<file path="config.mk">
export PLATFORM = sky130hd
export DESIGN_NAME = mem_bus_arbiter
export DESIGN_NICKNAME = d
export VERILOG_FILES = /design/src/rtl/mem_map_pkg.sv /design/src/rtl/mem_addr_decode.sv /design/src/rtl/mem_bus_arbiter.sv
export SDC_FILE = /design/constraint.sdc
export NUM_CORES = 1
export LEC_CHECK = 0
export BUFFER_PORTS_ARGS = -buffer_cell sky130_fd_sc_hd__buf_2
export CORE_MARGIN = 1
export CORE_UTILIZATION = 49
export CTS_CLUSTER_SIZE = 8
export DETAILED_ROUTE_END_ITERATION = 8
export PLACE_DENSITY = 0.81
export SLEW_MARGIN = 20
export SYNTH_ARGS = -nofsm -noshare
export SYNTH_HDL_FRONTEND = slang
export SYNTH_HIERARCHICAL = 1
export SYNTH_SLANG_ARGS = --single-unit
export TNS_END_PERCENT = 50
</file>
<file path="constraint.sdc">
create_clock -name clk -period 2.08 [get_ports clk]
set_input_delay 0.416 -clock clk [delete_from_list [all_inputs] [get_ports clk]]
set_output_delay 0.416 -clock clk [all_outputs]
set_load 0.02 [all_outputs]
</file>
<file path="src/rtl/mem_map_pkg.sv">
// Shared memory-map definitions for the CPU memory bus arbiter and its helpers.
// Optional build macro: MEM_ARB_ROUND_ROBIN_EN (see mem_bus_arbiter).
package mem_map_pkg;

    // Physical target selected by a virtual address
    typedef enum logic [2:0] {
        TGT_RAM,
        TGT_ROM,
        TGT_KBD,
        TGT_KSTAT,
        TGT_NONE
    } mem_tgt_e;

    // Upper address byte that selects the boot ROM window
    localparam logic [7:0]  ROM_PREFIX   = 8'hFF;

    // Default keyboard data address; status lives two bytes above it
    localparam logic [15:0] KBD_ADDR_DEF = 16'hFE00;

    // Arbiter sequencing states
    typedef enum logic [2:0] {
        IDLE,
        RD,
        WSETUP,
        WPULSE,
        WHOLD,
        LOCAL,
        DONE
    } arb_state_e;

endpackage

</file>
<file path="src/rtl/mem_addr_decode.sv">
// Combinational virtual address decoder: target select plus translated
// SRAM word address and ROM address. Also used by the debug monitor.
module mem_addr_decode
    import mem_map_pkg::*;
#(
    parameter logic [15:0] KBD_ADDR = KBD_ADDR_DEF
) (
    input  logic [15:0] addr,
    output mem_tgt_e    tgt,
    output logic [15:0] ram_addr,
    output logic [15:0] rom_addr
);

    localparam logic [15:0] KSTAT_ADDR = KBD_ADDR + 16'd2;

    // Keyboard addresses are checked first so a relocated KBD_ADDR always wins
    always_comb begin
        tgt = TGT_NONE;
        if (addr == KBD_ADDR)
            tgt = TGT_KBD;
        else if (addr == KSTAT_ADDR)
            tgt = TGT_KSTAT;
        else if (!addr[15])
            tgt = TGT_RAM;
        else if (addr[15:8] == ROM_PREFIX)
            tgt = TGT_ROM;
    end

    assign ram_addr = {1'b0, addr[15:1]};
    assign rom_addr = {8'h00, addr[7:0]};

endmodule

</file>
<file path="src/rtl/mem_bus_arbiter.sv">
// CPU memory bus arbiter: serialises fetch and data requests onto SRAM,
// boot ROM and keyboard port, generates SRAM strobe timing, returns read
// data with a one-cycle ack.
// Optional build macro: MEM_ARB_ROUND_ROBIN_EN -- tie-break alternates so the
// port not served last wins; otherwise data always beats fetch.
module mem_bus_arbiter
    import mem_map_pkg::*;
#(
    parameter int unsigned RAM_RD_CYCLES = 2,
    parameter int unsigned RAM_WE_CYCLES = 1,
    parameter logic [15:0] KBD_ADDR      = KBD_ADDR_DEF
) (
    input  logic        clk,
    input  logic        rst_n,
    input  logic        if_req,
    input  logic [15:0] if_addr,
    output logic        if_ack,
    output logic [15:0] if_rdata,
    output logic        if_err,
    input  logic        d_req,
    input  logic        d_we,
    input  logic [15:0] d_addr,
    input  logic [15:0] d_wdata,
    output logic        d_ack,
    output logic [15:0] d_rdata,
    output logic        d_err,
    output logic [15:0] ram_addr,
    output logic [15:0] ram_data_out,
    input  logic [15:0] ram_data_in,
    output logic        ram_data_oe,
    output logic        ram_ce_n,
    output logic        ram_oe_n,
    output logic        ram_we_n,
    output logic [15:0] rom_addr,
    input  logic [15:0] rom_data,
    input  logic [15:0] kbd_data,
    input  logic        kbd_valid,
    output logic        kbd_pop
);

    localparam logic [3:0] RD_LOAD = 4'(RAM_RD_CYCLES - 1);
    localparam logic [3:0] WE_LOAD = 4'(RAM_WE_CYCLES - 1);

    arb_state_e  state_q, state_d;
    logic [3:0]  cnt_q, cnt_d;
    logic        port_q, port_d;       // 1 = data port granted
    logic        we_q, we_d;
    logic        bad_q, bad_d;         // unmapped or illegal write
    mem_tgt_e    tgt_q, tgt_d;
    logic [15:0] ram_addr_q, ram_addr_d;
    logic [15:0] ram_data_out_q, ram_data_out_d;
    logic [15:0] rom_addr_q, rom_addr_d;
    logic [15:0] if_rdata_q, if_rdata_d;
    logic [15:0] d_rdata_q, d_rdata_d;
    logic        if_ack_q, if_ack_d, if_err_q, if_err_d;
    logic        d_ack_q, d_ack_d, d_err_q, d_err_d;
    logic        ram_data_oe_q, ram_data_oe_d;
    logic        ram_ce_n_q, ram_ce_n_d, ram_oe_n_q, ram_oe_n_d, ram_we_n_q, ram_we_n_d;
    logic        kbd_pop_q, kbd_pop_d;

    logic        pick_data;
    logic [15:0] req_addr;
    logic        req_we, req_bad;
    mem_tgt_e    dec_tgt;
    logic [15:0] dec_ram_addr, dec_rom_addr;
    logic [15:0] res;
    logic        fin;

`ifdef MEM_ARB_ROUND_ROBIN_EN
    logic prio_q, prio_d;              // 1 = fetch wins the next tie
    assign pick_data = d_req && !(if_req && prio_q);
`else
    assign pick_data = d_req;
`endif

    assign req_addr = pick_data ? d_addr : if_addr;
    assign req_we   = pick_data && d_we;
    assign req_bad  = (dec_tgt == TGT_NONE) || (req_we && dec_tgt != TGT_RAM);

    mem_addr_decode #(.KBD_ADDR(KBD_ADDR)) u_dec (
        .addr     (req_addr),
        .tgt      (dec_tgt),
        .ram_addr (dec_ram_addr),
        .rom_addr (dec_rom_addr)
    );

    // Next-state, latched request and next registered-output computation
    always_comb begin
        state_d        = state_q;
        cnt_d          = cnt_q;
        port_d         = port_q;
        we_d           = we_q;
        bad_d          = bad_q;
        tgt_d          = tgt_q;
        ram_addr_d     = ram_addr_q;
        ram_data_out_d = ram_data_out_q;
        rom_addr_d     = rom_addr_q;
        if_rdata_d     = if_rdata_q;
        d_rdata_d      = d_rdata_q;
        kbd_pop_d      = 1'b0;
        res            = 16'h0000;
        fin            = 1'b0;
`ifdef MEM_ARB_ROUND_ROBIN_EN
        prio_d         = prio_q;
`endif
        case (state_q)
            IDLE: if (d_req || if_req) begin
                port_d     = pick_data;
                we_d       = req_we;
                tgt_d      = dec_tgt;
                bad_d      = req_bad;
                ram_addr_d = dec_ram_addr;
                rom_addr_d = dec_rom_addr;
`ifdef MEM_ARB_ROUND_ROBIN_EN
                prio_d     = pick_data;
`endif
                if (req_bad) begin
                    state_d = LOCAL;
                end else if (dec_tgt == TGT_RAM) begin
                    if (req_we) begin
                        state_d        = WSETUP;
                        ram_data_out_d = d_wdata;
                    end else begin
                        state_d = RD;
                        cnt_d   = RD_LOAD;
                    end
                end else begin
                    state_d   = LOCAL;
                    // pop decision fixed at grant so data and pop stay consistent
                    kbd_pop_d = (dec_tgt == TGT_KBD) && kbd_valid;
                end
            end
            RD: begin
                if (cnt_q == 4'd0) begin
                    res     = ram_data_in;
                    fin     = 1'b1;
                    state_d = DONE;
                end else begin
                    cnt_d = cnt_q - 4'd1;
                end
            end
            WSETUP: begin
                state_d = WPULSE;
                cnt_d   = WE_LOAD;
            end
            WPULSE: begin
                if (cnt_q == 4'd0) state_d = WHOLD;
                else               cnt_d   = cnt_q - 4'd1;
            end
            WHOLD: begin
                fin     = 1'b1;
                state_d = DONE;
            end
            LOCAL: begin
                // rom_data is valid by the edge one cycle after rom_addr moved
                fin     = 1'b1;
                state_d = DONE;
                if (!bad_q) begin
                    case (tgt_q)
                        TGT_ROM:   res = rom_data;
                        TGT_KBD:   res = kbd_pop_q ? kbd_data : 16'h0000;
                        TGT_KSTAT: res = {15'b0, kbd_valid};
                        default:   res = 16'h0000;
                    endcase
                end
            end
            DONE:    state_d = IDLE;
            default: state_d = IDLE;
        endcase

        // read data only moves on reads and errors, and only for the granted port
        if (fin && (!we_q || bad_q)) begin
            if (port_q) d_rdata_d  = res;
            else        if_rdata_d = res;
        end
        d_ack_d  = fin && port_q;
        if_ack_d = fin && !port_q;
        d_err_d  = d_ack_d && bad_q;
        if_err_d = if_ack_d && bad_q;

        // strobes follow the state being entered so they line up with it
        ram_ce_n_d    = !(state_d == RD || state_d == WSETUP ||
                          state_d == WPULSE || state_d == WHOLD);
        ram_oe_n_d    = !(state_d == RD);
        ram_we_n_d    = !(state_d == WPULSE);
        ram_data_oe_d = (state_d == WSETUP || state_d == WPULSE || state_d == WHOLD);
    end

    // All state and outputs; reset aborts any access with strobes idle
    always_ff @(posedge clk or negedge rst_n) begin
        if (!rst_n) begin
            state_q        <= IDLE;
            cnt_q          <= 4'd0;
            port_q         <= 1'b0;
            we_q           <= 1'b0;
            bad_q          <= 1'b0;
            tgt_q          <= TGT_NONE;
            ram_addr_q     <= 16'h0000;
            ram_data_out_q <= 16'h0000;
            rom_addr_q     <= 16'h0000;
            if_rdata_q     <= 16'h0000;
            d_rdata_q      <= 16'h0000;
            if_ack_q       <= 1'b0;
            if_err_q       <= 1'b0;
            d_ack_q        <= 1'b0;
            d_err_q        <= 1'b0;
            ram_data_oe_q  <= 1'b0;
            ram_ce_n_q     <= 1'b1;
            ram_oe_n_q     <= 1'b1;
            ram_we_n_q     <= 1'b1;
            kbd_pop_q      <= 1'b0;
`ifdef MEM_ARB_ROUND_ROBIN_EN
            prio_q         <= 1'b0;
`endif
        end else begin
            state_q        <= state_d;
            cnt_q          <= cnt_d;
            port_q         <= port_d;
            we_q           <= we_d;
            bad_q          <= bad_d;
            tgt_q          <= tgt_d;
            ram_addr_q     <= ram_addr_d;
            ram_data_out_q <= ram_data_out_d;
            rom_addr_q     <= rom_addr_d;
            if_rdata_q     <= if_rdata_d;
            d_rdata_q      <= d_rdata_d;
            if_ack_q       <= if_ack_d;
            if_err_q       <= if_err_d;
            d_ack_q        <= d_ack_d;
            d_err_q        <= d_err_d;
            ram_data_oe_q  <= ram_data_oe_d;
            ram_ce_n_q     <= ram_ce_n_d;
            ram_oe_n_q     <= ram_oe_n_d;
            ram_we_n_q     <= ram_we_n_d;
            kbd_pop_q      <= kbd_pop_d;
`ifdef MEM_ARB_ROUND_ROBIN_EN
            prio_q         <= prio_d;
`endif
        end
    end

    assign if_ack       = if_ack_q;
    assign if_rdata     = if_rdata_q;
    assign if_err       = if_err_q;
    assign d_ack        = d_ack_q;
    assign d_rdata      = d_rdata_q;
    assign d_err        = d_err_q;
    assign ram_addr     = ram_addr_q;
    assign ram_data_out = ram_data_out_q;
    assign ram_data_oe  = ram_data_oe_q;
    assign ram_ce_n     = ram_ce_n_q;
    assign ram_oe_n     = ram_oe_n_q;
    assign ram_we_n     = ram_we_n_q;
    assign rom_addr     = rom_addr_q;
    assign kbd_pop      = kbd_pop_q;

endmodule

</file>
==> results.sh, run 1 <==
export IMPL_instances_no_fill=807
export IMPL_hold_class="input port to flop"
export IMPL_cts_tree="done"
export IMPL_fp_dieW_um=101
export IMPL_crit_arrival_ps=2430
export IMPL_fillers=808
export IMPL_maxSlewViolCount=0
export IMPL_grt_pass1_vias=4156
export IMPL_yosysTopAreaCell="dfrtp_1"
export IMPL_ys_types=45
export IMPL_avgRoutedWirePerCell_um=15.1
export IMPL_cts_root_buf="clkbuf_8"
export IMPL_drcViolationCount=0
export IMPL_cts_max_level=3
export IMPL_drive_gt1_share_pct=44.0
export IMPL_placed_area_um2=5970
export IMPL_wl_met2_mm=6.00
export IMPL_seqPwrFrac_pct=39.3
export IMPL_ctsLongestPathBuffers=2
export IMPL_cp_start_kind="input port"
export IMPL_p_sw_w=0.00360
export IMPL_power_leakage_nw=3.36
export IMPL_insertion_delay_ps=350
export IMPL_yosysMostFrequentCell="nand2_1"
export IMPL_ir_drop_uv=658
export IMPL_min_path_cells=2
export IMPL_timing_rr_start="cnt_q[0]"
export IMPL_cts_made_buffers=9
export IMPL_critPathBufInv=4
export IMPL_ys_seq_area_share_pct=53.1
export IMPL_synthToLayoutAreaGrowth_pct=30.8
export IMPL_top_layer="met4"
export IMPL_cp_num_cells=11
export IMPL_period_needed_ps=2150
export IMPL_cp_end_kind="flop"
export IMPL_fmax_mhz=465
export IMPL_crit_family="simple AND/OR/NAND/NOR gates"
export IMPL_synth_top_cells_by_count="143 x nand2_1, 98 x dfrtp_1, 34 x buf_4"
export IMPL_worst_slack_ps=-70.6
export IMPL_critPathKind="input port to flop"
export IMPL_hpwl_mm=8.92
export IMPL_startpoint="d_req"
export IMPL_reg2reg_depth=7
export IMPL_start_util_pct=51.4
export IMPL_synth_seq_cells=102
export IMPL_synth_top_area_share_pct=50.9
export IMPL_max_slew_margin_pct=54.2
export IMPL_seq_area_um2=2560
export IMPL_hold_viol_final=0
export IMPL_required_ps=2350
export IMPL_p_int_w=0.00489
export IMPL_port_buffers=190
export IMPL_dr_pass1_iters=4
export IMPL_grt_antenna_before_repair=0
export IMPL_place_gp_congestion=0.845
export IMPL_pwr_share_comb_pct=45.5
export IMPL_switching_share_pct=42.4
export IMPL_grt_max_degree=50
export IMPL_clk_pin_slew_ps=100
export IMPL_nets=776
export IMPL_synthCells=481
export IMPL_via_count=4124
export IMPL_clkPwrFrac_pct=15.2
export IMPL_synth_edf_count=0
export IMPL_period_share_pct=103
export IMPL_dr_wl_met3_um=917
export IMPL_finish_utilization_pct=67.2
export IMPL_routed_via_density=5.11
export IMPL_drt_met1_wl_mm=5.09
export IMPL_fin_skew_ps=10.5
export IMPL_dp_cells=784
export IMPL_netlist_area_um2=4810
export IMPL_dieArea_um2=10200
export IMPL_max_stage_delay_ps=400
export IMPL_crit_path_cell_trace="buf_12 -> buf_6 -> buf_4 -> mux2_2 -> nand4_1 -> buf_4 -> nor3_4 -> nor3_4 -> a311o_1 -> and4_1 -> nor3_1"
export IMPL_synth_area_per_cell_um2=10.0
export IMPL_multi_input_area_um2=2000
export IMPL_cts_num_sinks=102
export IMPL_crit_fanout=9
export IMPL_pin_count=191
export IMPL_diodes=0
export IMPL_routed_wl_mm=12.2
export IMPL_rsz0062_at_grt="yes"
export IMPL_tightest_slew_ps=684
export IMPL_synthTopCellsByArea="dfrtp_1 51%, nand2_1 11%, mux2_2 5.8%"
export IMPL_cp_slowest_cell="a311o_1"
export IMPL_yosysWarnings=6
export IMPL_ant_nets=0
export IMPL_first_iter_violations=118
export IMPL_drv_cap=0
export IMPL_async_flop_share_pct=100
export IMPL_min_from="d_wdata[11]"
export IMPL_rows=35
export IMPL_grt_total_usage_pct=24.3
export IMPL_tns_ps=-920
export IMPL_hold_slack_ps=281
export IMPL_overflow=0
export IMPL_power_density_nw_per_um2=1350
export IMPL_core_area_um2=9370
export IMPL_setup_violations=19
export IMPL_stdcell_area_um2=6300
export IMPL_violations="setup timing"
export IMPL_grt_pass1_wl_mm=19.3
export IMPL_synth_flop_cell="dfrtp_1"
export IMPL_status="finished, violations left"
export IMPL_die_h_um=101
cell families after synthesis:
kind of cell	after synthesis	synth area share, %
AOI/OAI and AO/OA	90	12.2
xor gates and xnor gates	1	0.182
adders and majority gates	1	0.260
buffers and inverters	62	7.87
DFF	102	53.1
muxes	33	8.34
other	1	0.0779
and+or+nand+nor	191	18.0
metrics by stage:
stage,setup slack (ps),power [W]
after floorplan,-458,0.00579
after global placement,-569,0.00704
after detailed placement,-685,0.00720
after CTS,-89.0,0.00853
after global routing,-121,0.00905
final,-70.6,0.00849
sequential cells by signal, summed over array words and instances, names as in the netlist, 3 cells and up:
name and flops:
cnt_q 4, d_rdata 16, if_rdata 16, ram_addr 16
ram_data_out 16, rom_addr 16, state_q 3, tgt_q 3
worst register-to-register path, cell delays in order (launching register included):
cell      delay (ps)
dfrtp_1          400
inv_1             70
ha_1             240
and4bb_1         310
nor2_1           300
buf_4            230
a21oi_1           80
a311oi_1         220
placed cells by master (no fill, tap or decap), types with 2 or more instances in the layout:
| master | Yosys | final |
|---|---|---|
| clkinv_4 | 0 | 2 |
| mux2_4 | 8 | 16 |
| nor3_2 | 2 | 4 |
| nor2_1 | 11 | 10 |
| conb_1 | 1 | 9 |
| dfrtp_1 | 98 | 98 |
| a21oi_1 | 11 | 10 |
| a31oi_1 | 5 | 5 |
| and4_1 | 3 | 3 |
| nand4bb_1 | 2 | 2 |
| buf_4 | 34 | 34 |
| mux2_2 | 25 | 17 |
| buf_6 | 2 | 2 |
| nand3_1 | 3 | 3 |
| and2_1 | 4 | 4 |
| nor3_4 | 1 | 4 |
| nor3_1 | 9 | 4 |
| nand2b_1 | 2 | 2 |
| dfstp_2 | 4 | 4 |
| buf_2 | 3 | 188 |
| buf_12 | 0 | 6 |
| o21ai_0 | 32 | 32 |
| inv_1 | 3 | 3 |
| a22o_1 | 18 | 18 |
| nor2b_1 | 3 | 2 |
| o21ai_1 | 2 | 2 |
| a22oi_1 | 15 | 15 |
| clkbuf_8 | 0 | 9 |
| nand2_1 | 143 | 142 |
| inv_6 | 0 | 2 |
cell type report:
cell class / count / share of cell area, %
clock inverters: 6 / 1.21
repair buffers: 232 / 21.7
clock buffers: 10 / 2.03
multi-input cells: 325 / 31.8
flip-flops and latches: 102 / 40.6
inverters: 3 / 0.179
well taps: 129 / 2.56
power by group through the flow:
stage / sequential (W) / clock [W] / combinational, W
4_1_cts: 0.00334 / 0.00132 / 0.00387
6_report: 0.00334 / 0.00129 / 0.00386
5_1_grt: 0.00344 / 0.00139 / 0.00422
2_1_floorplan: 0.00427 / 0 / 0.00153
3_5_place_dp: 0.00336 / 0 / 0.00384
3_3_place_gp: 0.00333 / 0 / 0.00371
layer usage:
| metal | GRT usage [%] | vias to the layer above |
|---|---|---|
| met5 | 0 | - |
| li1 | - | 1978 |
| met4 | 8.36 | 0 |
| met2 | 42.8 | 167 |
| met1 | 29.2 | 1963 |
| met3 | 5.89 | 16 |
worst paths after layout:
path	slack [ps]	to
worst max-delay path	-70	cnt_q[3]
min in group asynchronous	530	ram_addr[12]
worst min register to register	460	tgt_q[2]
worst max register to register	130	cnt_q[1]
max in group asynchronous	900	if_rdata[15]
worst min-delay path	280	ram_data_out[11]
what timing repair did:
action,in CTS,in global routing
resized for setup,16,2
pin swaps,6,5
setup endpoints to repair,23,22
hold buffers,1,0
buffers inserted,5,1
endpoints found under the hold margin,18,0
Power figures use the tool's default switching activity.
==> inputs of run 2 (changes only) <==
CORE_UTILIZATION = 44   (was 49)
PLACE_DENSITY = 0.82   (was 0.81)
SETUP_SLACK_MARGIN = 0.4   (was default)
clock period = 1.7 ns   (was 2.08 ns; I/O delays follow)
==> run 2 against run 1 <==
Against the previous run:
- the run still ends with setup timing left
- total power grew 64%
- register-to-register slack lost 310 ps
- first-iteration DRC count grew 110%
- combinational power grew 100%
- critical path depth is the same
- global-route usage grew 1.1 points
- sequential power grew 36%
- clock skew shrank 3.6 ps
- worst hold slack lost 88 ps
- die area grew 11%
- clock power grew 15%
- worst setup slack lost 460 ps
- largest power group unchanged
- highest routed layer unchanged
==> results.sh, run 2 (synthesis gave the netlist of run 1 again) <==
export IMPL_overflow=0
export IMPL_power_leakage_nw=3.96
export IMPL_ant_nets=0
export IMPL_cts_max_level=3
export IMPL_dr_pass1_iters=4
export IMPL_fillers=631
export IMPL_avgRoutedWirePerCell_um=19.7
export IMPL_critPathKind="input port to flop"
export IMPL_worst_slack_ps=-526
export IMPL_start_util_pct=46.0
export IMPL_grt_total_usage_pct=25.4
export IMPL_grt_pass1_vias=4640
export IMPL_die_h_um=107
export IMPL_grt_pass1_wl_mm=22.5
export IMPL_hpwl_mm=9.01
export IMPL_cts_root_buf="clkbuf_8"
export IMPL_pin_count=191
export IMPL_drive_gt1_share_pct=68.9
export IMPL_rows=37
export IMPL_maxSlewViolCount=0
export IMPL_port_buffers=190
export IMPL_hold_viol_final=0
export IMPL_fin_skew_ps=6.91
export IMPL_grt_antenna_before_repair=0
export IMPL_dp_cells=791
export IMPL_hold_class="input port to flop"
export IMPL_core_area_um2=10500
export IMPL_period_needed_ps=2230
export IMPL_routed_via_density=5.44
export IMPL_stdcell_area_um2=8100
export IMPL_wl_met2_mm=9.07
export IMPL_tightest_slew_ps=747
export IMPL_place_gp_congestion=0.834
export IMPL_crit_arrival_ps=2500
export IMPL_power_density_nw_per_um2=1720
export IMPL_max_slew_margin_pct=50.0
export IMPL_fp_dieW_um=107
export IMPL_nets=822
export IMPL_cp_end_kind="flop"
export IMPL_hold_slack_ps=194
export IMPL_rsz0062_at_grt="yes"
export IMPL_crit_fanout=18
export IMPL_setup_violations=61
export IMPL_top_layer="met4"
export IMPL_cts_tree="done"
export IMPL_final_cell_mix="142 x buf_2, 97 x dfrtp_1, 65 x buf_6"
export IMPL_ctsLongestPathBuffers=2
export IMPL_first_iter_violations=245
export IMPL_placed_area_um2=6080
export IMPL_fmax_mhz=449
export IMPL_routed_wl_mm=16.9
export IMPL_violations="setup timing"
export IMPL_period_share_pct=131
export IMPL_clk_pin_slew_ps=100
export IMPL_diodes=0
export IMPL_status="finished, violations left"
export IMPL_final_common_cell="buf_2"
export IMPL_total_power_w=0.0139
export IMPL_synthToLayoutAreaGrowth_pct=68.3
export IMPL_cts_made_buffers=9
export IMPL_drv_cap=0
export IMPL_drcViolationCount=0
export IMPL_insertion_delay_ps=380
export IMPL_ir_drop_uv=989
export IMPL_multi_input_area_um2=2790
export IMPL_instances_no_fill=860
export IMPL_via_count=4678
export IMPL_grt_max_degree=38
export IMPL_required_ps=1970
export IMPL_drt_met1_wl_mm=6.25
export IMPL_dr_wl_met3_mm=1.11
export IMPL_dieArea_um2=11400
export IMPL_cts_num_sinks=102
export IMPL_cp_start_kind="input port"
export IMPL_seq_area_um2=2560
[run 2: timing repair]
item	in CTS	in global routing
resized for setup	122	230
buffers inserted	27	11
hold buffers	1	0
endpoints found under the setup margin	104	152
pin swaps	53	88
endpoints found under the hold margin	26	0
gates cloned	7	7
[run 2: worst paths after layout]
path	start	to	slack, ps	depth (start not counted)
min in group asynchronous	rst_n	state_q[1]	470	2
hold / removal	d_wdata[5]	ram_data_out[5]	190	2
max in group asynchronous	rst_n	ram_addr[9]	660	3
setup / recovery	d_req	ram_data_out[14]	-530	11
hold reg to reg	tgt_q[2]	tgt_q[2]	470	2
setup reg to reg	cnt_q[1]	if_rdata[0]	-180	10
[run 2: area by class of cell]
class                      count  area share (%)
multi-input combinational    325            34.4
clock buffer                  10            1.70
tap                          136            2.10
sequential                   102            31.6
timing repair buffer         278            29.5
clock inverter                 6           0.556
inverter                       3           0.139
[run 2: metal layers]
layer | vias to the layer above | track usage (%)
li1 | 2090 | -
met1 | 2312 | 29.6
met2 | 230 | 46.3
met3 | 46 | 3.95
met4 | 0 | 10.7
met5 | - | 0
[run 2: critical path: stages]
cell	delay (ps)
buf_8	110
buf_12	130
mux2_4	320
nor4_4	320
a21oi_1	120
o21a_1	240
nor3_4	210
buf_6	140
nand3_4	70
buf_12	170
mux2_4	310
[run 2: metrics by stage]
| stage | util, % | worst slack (ps) | setup TNS [ps] |
|---|---|---|---|
| after global routing | 77.5 | -597 | -19100 |
| after global placement | 58.1 | -842 | -21580 |
| after floorplan | - | -760 | -16130 |
| after CTS | 67.4 | -474 | -10950 |
| final | 77.5 | -526 | -14740 |
| after detailed placement | 58.1 | -992 | -25990 |
[run 2: power breakdown]
part | switching, W | internal [W] | leakage (nW) | total (W)
clock network | 0.000897 | 0.000581 | 0.0853 | 0.00148
logic | 0.00402 | 0.00387 | 2.57 | 0.00789
registers | 0.00103 | 0.00351 | 1.31 | 0.00454
